[src/rtl/vc_pop_arbiter.sv]
// Weighted round-robin pop arbiter draining VC0/VC1 into D0/D1.
// Optional VC_ARB_STATS_EN adds saturating per-VC grant counters.
module vc_pop_arbiter #(
    parameter int DATA_W     = 6,
    parameter int CNT_W      = 3,
    parameter int WEIGHT_VC0 = 3
) (
    input  logic              clk,
    input  logic              reset,
    input  logic              init,
    input  logic [CNT_W-1:0]  umbral_D0,
    input  logic [CNT_W-1:0]  umbral_D1,
    input  logic              vc0_empty,
    input  logic              vc1_empty,
    input  logic [DATA_W-1:0] vc0_data,
    input  logic [DATA_W-1:0] vc1_data,
    input  logic [CNT_W-1:0]  d0_count,
    input  logic [CNT_W-1:0]  d1_count,
    input  logic              fifo_error,
    output logic              vc0_pop,
    output logic              vc1_pop,
    output logic              d0_push,
    output logic              d1_push,
    output logic [DATA_W-1:0] data_out,
    output logic              active_out,
    output logic              idle_out,
`ifdef VC_ARB_STATS_EN
    output logic              error_out,
    output logic [7:0]        grant_cnt_vc0,
    output logic [7:0]        grant_cnt_vc1
`else
    output logic              error_out
`endif
);

    typedef enum logic [2:0] {
        S_RESET,
        S_INIT,
        S_IDLE,
        S_ACTIVE,
        S_ERROR
    } state_t;

    state_t             state;
    state_t             state_nx;
    logic [CNT_W-1:0]   thr_d0;
    logic [CNT_W-1:0]   thr_d1;
    logic [2:0]         wrr_cnt;
    logic [CNT_W:0]     fill_d0;
    logic [CNT_W:0]     fill_d1;
    logic               blk_d0;
    logic               blk_d1;
    logic               elig0;
    logic               elig1;
    logic               grant0;
    logic               grant1;
    logic               pop_any;
    logic [DATA_W-1:0]  sel_word;

    // Destination fill including the word being pushed this cycle
    always_comb begin
        fill_d0 = {1'b0, d0_count} + (CNT_W+1)'(d0_push);
        fill_d1 = {1'b0, d1_count} + (CNT_W+1)'(d1_push);
        blk_d0  = fill_d0 >= {1'b0, thr_d0};
        blk_d1  = fill_d1 >= {1'b0, thr_d1};
        elig0   = !vc0_empty &&
                  (vc0_data[DATA_W-2] ? !blk_d1 : !blk_d0);
        elig1   = !vc1_empty &&
                  (vc1_data[DATA_W-2] ? !blk_d1 : !blk_d0);
        grant0  = elig0 && (!elig1 || (wrr_cnt < 3'(WEIGHT_VC0)));
        grant1  = elig1 && !grant0;
        vc0_pop = (state == S_ACTIVE) && grant0;
        vc1_pop = (state == S_ACTIVE) && grant1;
        pop_any = vc0_pop || vc1_pop;
        sel_word = vc1_pop ? vc1_data : vc0_data;
    end

    // Next-state decode; error wins over init except when leaving ERROR
    always_comb begin
        state_nx = state;
        case (state)
            S_RESET: begin
                if (init) state_nx = S_INIT;
            end
            S_INIT: begin
                if (fifo_error) state_nx = S_ERROR;
                else if (!init) state_nx = S_IDLE;
            end
            S_IDLE: begin
                if (fifo_error) state_nx = S_ERROR;
                else if (init) state_nx = S_INIT;
                else if (!vc0_empty || !vc1_empty) state_nx = S_ACTIVE;
            end
            S_ACTIVE: begin
                if (fifo_error) state_nx = S_ERROR;
                else if (init) state_nx = S_INIT;
                else if (vc0_empty && vc1_empty && !d0_push && !d1_push)
                    state_nx = S_IDLE;
            end
            S_ERROR: begin
                if (init) state_nx = S_INIT;
            end
            default: state_nx = S_RESET;
        endcase
    end

    // State register and registered one-hot status flags
    always_ff @(posedge clk or posedge reset) begin
        if (reset) begin
            state      <= S_RESET;
            active_out <= 1'b0;
            idle_out   <= 1'b0;
            error_out  <= 1'b0;
        end else begin
            state      <= state_nx;
            active_out <= state_nx == S_ACTIVE;
            idle_out   <= state_nx == S_IDLE;
            error_out  <= state_nx == S_ERROR;
        end
    end

    // Thresholds follow the umbral inputs only while configuring
    always_ff @(posedge clk or posedge reset) begin
        if (reset) begin
            thr_d0 <= '0;
            thr_d1 <= '0;
        end else if (state == S_INIT) begin
            thr_d0 <= umbral_D0;
            thr_d1 <= umbral_D1;
        end
    end

    // VC0 run-length counter bounding consecutive VC0 grants
    always_ff @(posedge clk or posedge reset) begin
        if (reset) begin
            wrr_cnt <= '0;
        end else if (state == S_ACTIVE) begin
            if (vc0_pop && elig1) wrr_cnt <= wrr_cnt + 3'd1;
            else if (vc1_pop || !elig1) wrr_cnt <= '0;
        end
    end

    // Popped word lands in the D FIFO one cycle later
    always_ff @(posedge clk or posedge reset) begin
        if (reset) begin
            d0_push  <= 1'b0;
            d1_push  <= 1'b0;
            data_out <= '0;
        end else begin
            d0_push <= pop_any && !sel_word[DATA_W-2];
            d1_push <= pop_any && sel_word[DATA_W-2];
            if (pop_any) data_out <= sel_word;
        end
    end

`ifdef VC_ARB_STATS_EN
    logic enter_init;
    assign enter_init = (state_nx == S_INIT) && (state != S_INIT);

    // Saturating grant statistics, cleared on each new config phase
    always_ff @(posedge clk or posedge reset) begin
        if (reset) begin
            grant_cnt_vc0 <= '0;
            grant_cnt_vc1 <= '0;
        end else if (enter_init) begin
            grant_cnt_vc0 <= '0;
            grant_cnt_vc1 <= '0;
        end else begin
            if (vc0_pop && grant_cnt_vc0 != 8'hFF)
                grant_cnt_vc0 <= grant_cnt_vc0 + 8'd1;
            if (vc1_pop && grant_cnt_vc1 != 8'hFF)
                grant_cnt_vc1 <= grant_cnt_vc1 + 8'd1;
        end
    end
`endif

endmodule
[config.mk]
export PLATFORM = sky130hd
export DESIGN_NAME = vc_pop_arbiter
export DESIGN_NICKNAME = d
export VERILOG_FILES = /design/src/rtl/vc_pop_arbiter.sv
export SDC_FILE = /design/constraint.sdc
export NUM_CORES = 1
export LEC_CHECK = 0
export ABC_CLOCK_PERIOD_IN_PS = 3500
export CORE_ASPECT_RATIO = 1.4
export CORE_UTILIZATION = 30
export DETAILED_ROUTE_END_ITERATION = 8
export SKIP_CTS_REPAIR_TIMING = 1
export SLEW_MARGIN = 20
export SYNTH_ARGS = -nofsm -noshare
export SYNTH_HDL_FRONTEND = slang
export SYNTH_SLANG_ARGS = --single-unit
[constraint.sdc]
create_clock -name clk -period 3.5 [get_ports clk]
set_input_delay 0.525 -clock clk [delete_from_list [all_inputs] [get_ports clk]]
set_output_delay 0.525 -clock clk [all_outputs]
set_load 0.05 [all_outputs]
-- After elaboration in Yosys (flattened, before gate mapping)
Index checks and enable logic that the tools add are counted.
- register bits after elaboration: 23
- input bits: 30
- output and inout bits: 13
- word-level logic and storage cells: 67
- $add $sub $neg: 3
- order comparisons: 3
- eq/ne operators: 7
- multiplexer cells: 15
- reduce and logical (&&, ||, !) cells: 29
- operators with widths (kind ; number):
    $mux W3 ; 11
    $eq A3 B2 Y1 const B ; 4
    $logic_and A1 B1 Y1 ; 12
    $pmux W3 S4 ; 1
    $logic_not A1 Y1 ; 9
    $add A3 B1 Y4 ; 2
    $ge A4 B3 Y1 ; 2
    $eq A3 B3 Y1 const B ; 2
    $mux W6 ; 1
    $logic_or A1 B1 Y1 ; 4
    $add A3 B1 Y3 const B ; 1
    $eq A3 B1 Y1 const B ; 1
    $logic_not A3 Y1 ; 1
    $lt A3 B2 Y1 const B ; 1
    $mux W1 ; 2
    $reduce_and A2 Y1 ; 1
    $reduce_bool A2 Y1 ; 1
    $reduce_or A2 Y1 ; 1

-- Depth between registers and ports, before layout
- depth in word-level cells: 14
- mapped depth: 11
- mapped depth without buffers: 10

-- Worst setup path after synthesis
Ideal clock, no wire load.
- kind: register -> output
- start point: register d1_push
- end point: output vc0_pop
- arrival: 2.886 ns
- required time: 2.975 ns
- setup slack: 0.089 ns
- cell stages (with the launch flop): 10
- path buffers: 0
- cells stage by stage: dfrtp_1 ha_1 ha_1 xor2_1 ha_1 o21ai_0 o21ai_1 or3_1 nand4_1 nor2_1
- longest elaborated chain between the ends: 9
- elaborated cells on any way between the ends: 11
- classes of those cells: 1 x add/sub; 1 x order compare; 2 x mux; 7 x reduce/logical
- RTL lines (item ; line ; text):
    from (decl) ; 23 ; output logic d1_push,
    from (signal assigned) ; 151 ; d1_push <= pop_any && sel_word[DATA_W-2];
    $add A3 B1 Y4 (*) ; 63 ; fill_d1 = {1'b0, d1_count} + (CNT_W+1)'(d1_push);
    $ge A4 B3 Y1 (*) ; 65 ; blk_d1 = fill_d1 >= {1'b0, thr_d1};
    $logic_not A1 Y1 (*) ; 67, 69 ;
    $mux W1 ; 69 ; (vc1_data[DATA_W-2] ? !blk_d1 : !blk_d0);
    $logic_and A1 B1 Y1 ; 68 ; elig1 = !vc1_empty &&
    $logic_not A1 Y1 ; 70 ; grant0 = elig0 && (!elig1 || (wrr_cnt < 3'(WEIGHT_VC0)));
    $logic_or A1 B1 Y1 ; 70 ;
    $logic_and A1 B1 Y1 (*) ; 70 ;
    $logic_and A1 B1 Y1 (*) ; 72 ; vc0_pop = (state == S_ACTIVE) && grant0;
    to (decl) ; 20 ; output logic vc0_pop,
Mark *: on every way between the ends. The rest lies on a longest branch, timed or not.

-- Worst setup path after layout
- start point: input d0_count[0]
- end point: output vc0_pop
- longest elaborated chain between the ends: 9
- elaborated cells on any way between the ends: 11
- classes of those cells: 1 x add/sub; 1 x order compare; 2 x mux; 7 x reduce/logical
- RTL lines (item ; line ; text):
    from (decl) ; 17 ; input logic [CNT_W-1:0] d0_count,
    $add A3 B1 Y4 (*) ; 62 ; fill_d0 = {1'b0, d0_count} + (CNT_W+1)'(d0_push);
    $ge A4 B3 Y1 (*) ; 64 ; blk_d0 = fill_d0 >= {1'b0, thr_d0};
    $logic_not A1 Y1 (*) ; 67, 69 ;
    $mux W1 ; 69 ;
    $logic_and A1 B1 Y1 ; 68 ;
    $logic_not A1 Y1 ; 70 ;
    $logic_or A1 B1 Y1 ; 70 ;
    $logic_and A1 B1 Y1 (*) ; 70 ;
    $logic_and A1 B1 Y1 (*) ; 72 ;
Marked as above.

==> qor.yml <==
grt_pass1_wl_um: 5450
cts_num_sinks: 23
viasPerCell: 5.31
hold_depth: 1
tightest_slew_ns: 1.07
synth_top_flop_cell: "dfrtp_1"
synthArstFlopShare: 1.00
critPathRequiredTime_ns: 2.97
status: "finished with violations"
wl_per_cell_um: 15.3
power_switching_uw: 458
clkPwrFrac: 0.150
fp.dieH_um: 80.4
worstHoldStart: "thr_d0[0]"
p_int_uw: 657
worst_r2r_path_depth: 10
grt_busiest_layer: "met2"
cts.clk_slew.worst_paths_ns: 0.08
die_w_um: 58.0
powerDensity_nw_per_um2: 590
nets: 223
dpl.cell_count: 221
synth_area_leaders: "dfrtp_1 44%, ha_1 10%, inv_1 2.9%"
drc: 6
rows: 28
ir_worst_vdd_v: 0.000347
timing.final.crit_share: 0.980
grt.overflow.total: 0
drtIter0Drc: 60
violations: "design-rule violations"
cts_tree: "built"
syn_area_um2: 1320
maxCapViolations: 0
combinationalPowerShare: 0.493
syn_to_final_growth_pct: 43.7
fin_worst_skew_ns: 0.0109
p_leak_uw: 0.000827
synthesis.nets: 174
post-route-min-period_ns: 3.43
ys.warnings.count: 0
netlist_instances: 133
hold_end: "thr_d0[0]"
finalHoldViolCount: 0
antenna_found_initial: 0
slew_viol_final: 0
cp-start-kind: "input pin"
synth-seq-area-share: 0.437
ys_types: 41
avgSynthCellArea_um2: 9.90
vias: 1199
drt-pass1-iter-count: 6
critPathKind: "in2out"
grt_max_degree: 24
ant_nets: 0
fin_total_pwr_uw: 1120
clock_latency_ns: 0.27
finalNonFillerCells: 226
whs_ns: 0.540
max_freq_mhz: 292
numPortBuffers: 42
start_util: 0.313
synth_edf_count: 0
track_usage: 0.154
synth_top_area_share: 0.437
critPathMaxFanout: 4
dp_hpwl_um: 2600
die_area_um2: 4660
met2_usage: 0.275
root_buffer: "clkbuf_8"
worstReg2RegStart: "d0_push"
yosys.area.top_type: "dfrtp_1"
core_area_um2: 4200
drive_above_1_share: 0.138
final_core_util: 0.450
clockBufferDepth: 2
cts-buffers-inserted: 3
swShare: 0.411
htreeDepth: 1
gr-usage-met1: 0.174
power_frac_seq: 0.356
hold_class: "reg2reg"
routed_wl_um: 3460
r2r-end: "data_out[4]"
io_pins: 43
setup_viol: 0
n_antenna_cell: 0
crit_path_end_kind: "primary output"
cp_data_arrival_time_ns: 2.90
use_met3: 0.0209
ff2ff_setup_slack_ns: 0.74
gp_congestion: 0.850
synth_seq_cells: 23
slew_headroom: 0.281
grt_pass1_vias: 1286
cells in the mapped netlist, types with 2 or more instances:
cell type	count
nor4_1	2
or3_1	3
mux2i_1	2
o21ai_1	2
mux2_2	3
xor2_1	2
nor2b_1	2
a22o_1	2
nor3_1	2
ha_1	11
inv_1	10
nand3_1	6
a32o_1	3
o22ai_1	5
nand2_1	9
o21ai_0	7
dfrtp_1	23
a21oi_1	7
o31ai_1	2
nor2_1	9
metrics by stage:
stage,area (µm²),setup WS [ns],TNS [ns]
final,1890,0.0700,0
after global routing,1890,-0.0440,-0.0709
after CTS,1860,-0.0124,-0.0124
after detailed placement,1810,0.0116,0
after global placement,1810,0.0512,0
after floorplan,1320,0.0887,0
layout by cell type, fill, tap and decap left out, types with 2 or more instances in the layout:
cell	n
nand2_1	9
nand3_1	6
clkbuf_8	3
dfrtp_1	23
a22o_1	2
o31ai_1	2
xor2_1	2
nor3b_2	2
nor4_1	2
nor2b_1	2
ha_1	11
clkdlybuf4s50_1	40
a32o_1	3
inv_1	10
nor3_2	2
mux2i_1	2
buf_4	6
nor2_1	9
a21oi_1	7
o21ai_2	3
o21ai_0	6
or3_1	3
mux2_2	3
o22ai_1	5
layout make-up:
class / instances / area [µm²]
Sequential cell: 23 / 576
Timing Repair Buffer: 47 / 465
Inverter: 11 / 41.3
Tap cell: 45 / 56.3
Fill cell: 409 / 2310
Clock buffer: 4 / 45.0
Multi-Input combinational cell: 96 / 708
routing by layer:
metal	vias up	share of wire
met3	7	0.042
li1	581	-
met2	41	0.52
met5	-	0
met1	570	0.41
met4	0	0.022
power by group through the flow:
stage | clock [µW] | sequential, µW | combinational (µW)
global placement | 0 | 399 | 512
floorplan | 0 | 525 | 211
global route | 185 | 405 | 596
finish | 168 | 397 | 550
CTS | 170 | 397 | 529
detailed placement | 0 | 401 | 525
how the worst max path moves through the flow:
stage	start	cells past startpoint	slack, ns	to
6_report	d0_count[0]	10	0.07	vc0_pop
3_3_place_gp	d0_count[0]	10	0.05	vc0_pop
5_1_grt	d0_count[0]	10	-0.04	vc1_pop
3_5_place_dp	d0_count[0]	10	0.01	vc0_pop
2_1_floorplan	d1_push	9	0.09	vc0_pop
4_1_cts	d0_count[0]	10	-0.01	vc0_pop
logic make-up (layout without fill, tap and decap cells):
| family | after synthesis | in the layout | share of synthesized area |
|---|---|---|---|
| buffers and inverters | 14 | 62 | 0.0437 |
| adders and majority gates | 12 | 12 | 0.112 |
| AOI/OAI and AO/OA | 34 | 34 | 0.172 |
| xor gates and xnor gates | 2 | 2 | 0.0133 |
| DFF | 23 | 23 | 0.437 |
| muxes | 5 | 5 | 0.0409 |
| and+or+nand+nor | 43 | 43 | 0.181 |
worst max-delay path: stages:
cell             delay (ns)
clkdlybuf4s50_1        0.42
ha_1                   0.24
ha_1                   0.28
ha_1                   0.29
o21ai_2                0.16
o21ai_2                0.10
or4_4                  0.50
nand4_1                0.12
nor2_1                 0.09
buf_12                 0.18
registers in the layout, indices dropped and copies added, names as in the netlist, 3 cells and up:
register  flops
wrr_cnt       3
thr_d1        3
thr_d0        3
data_out      6
state         3
No activity file was read; power rests on OpenSTA's default activity.
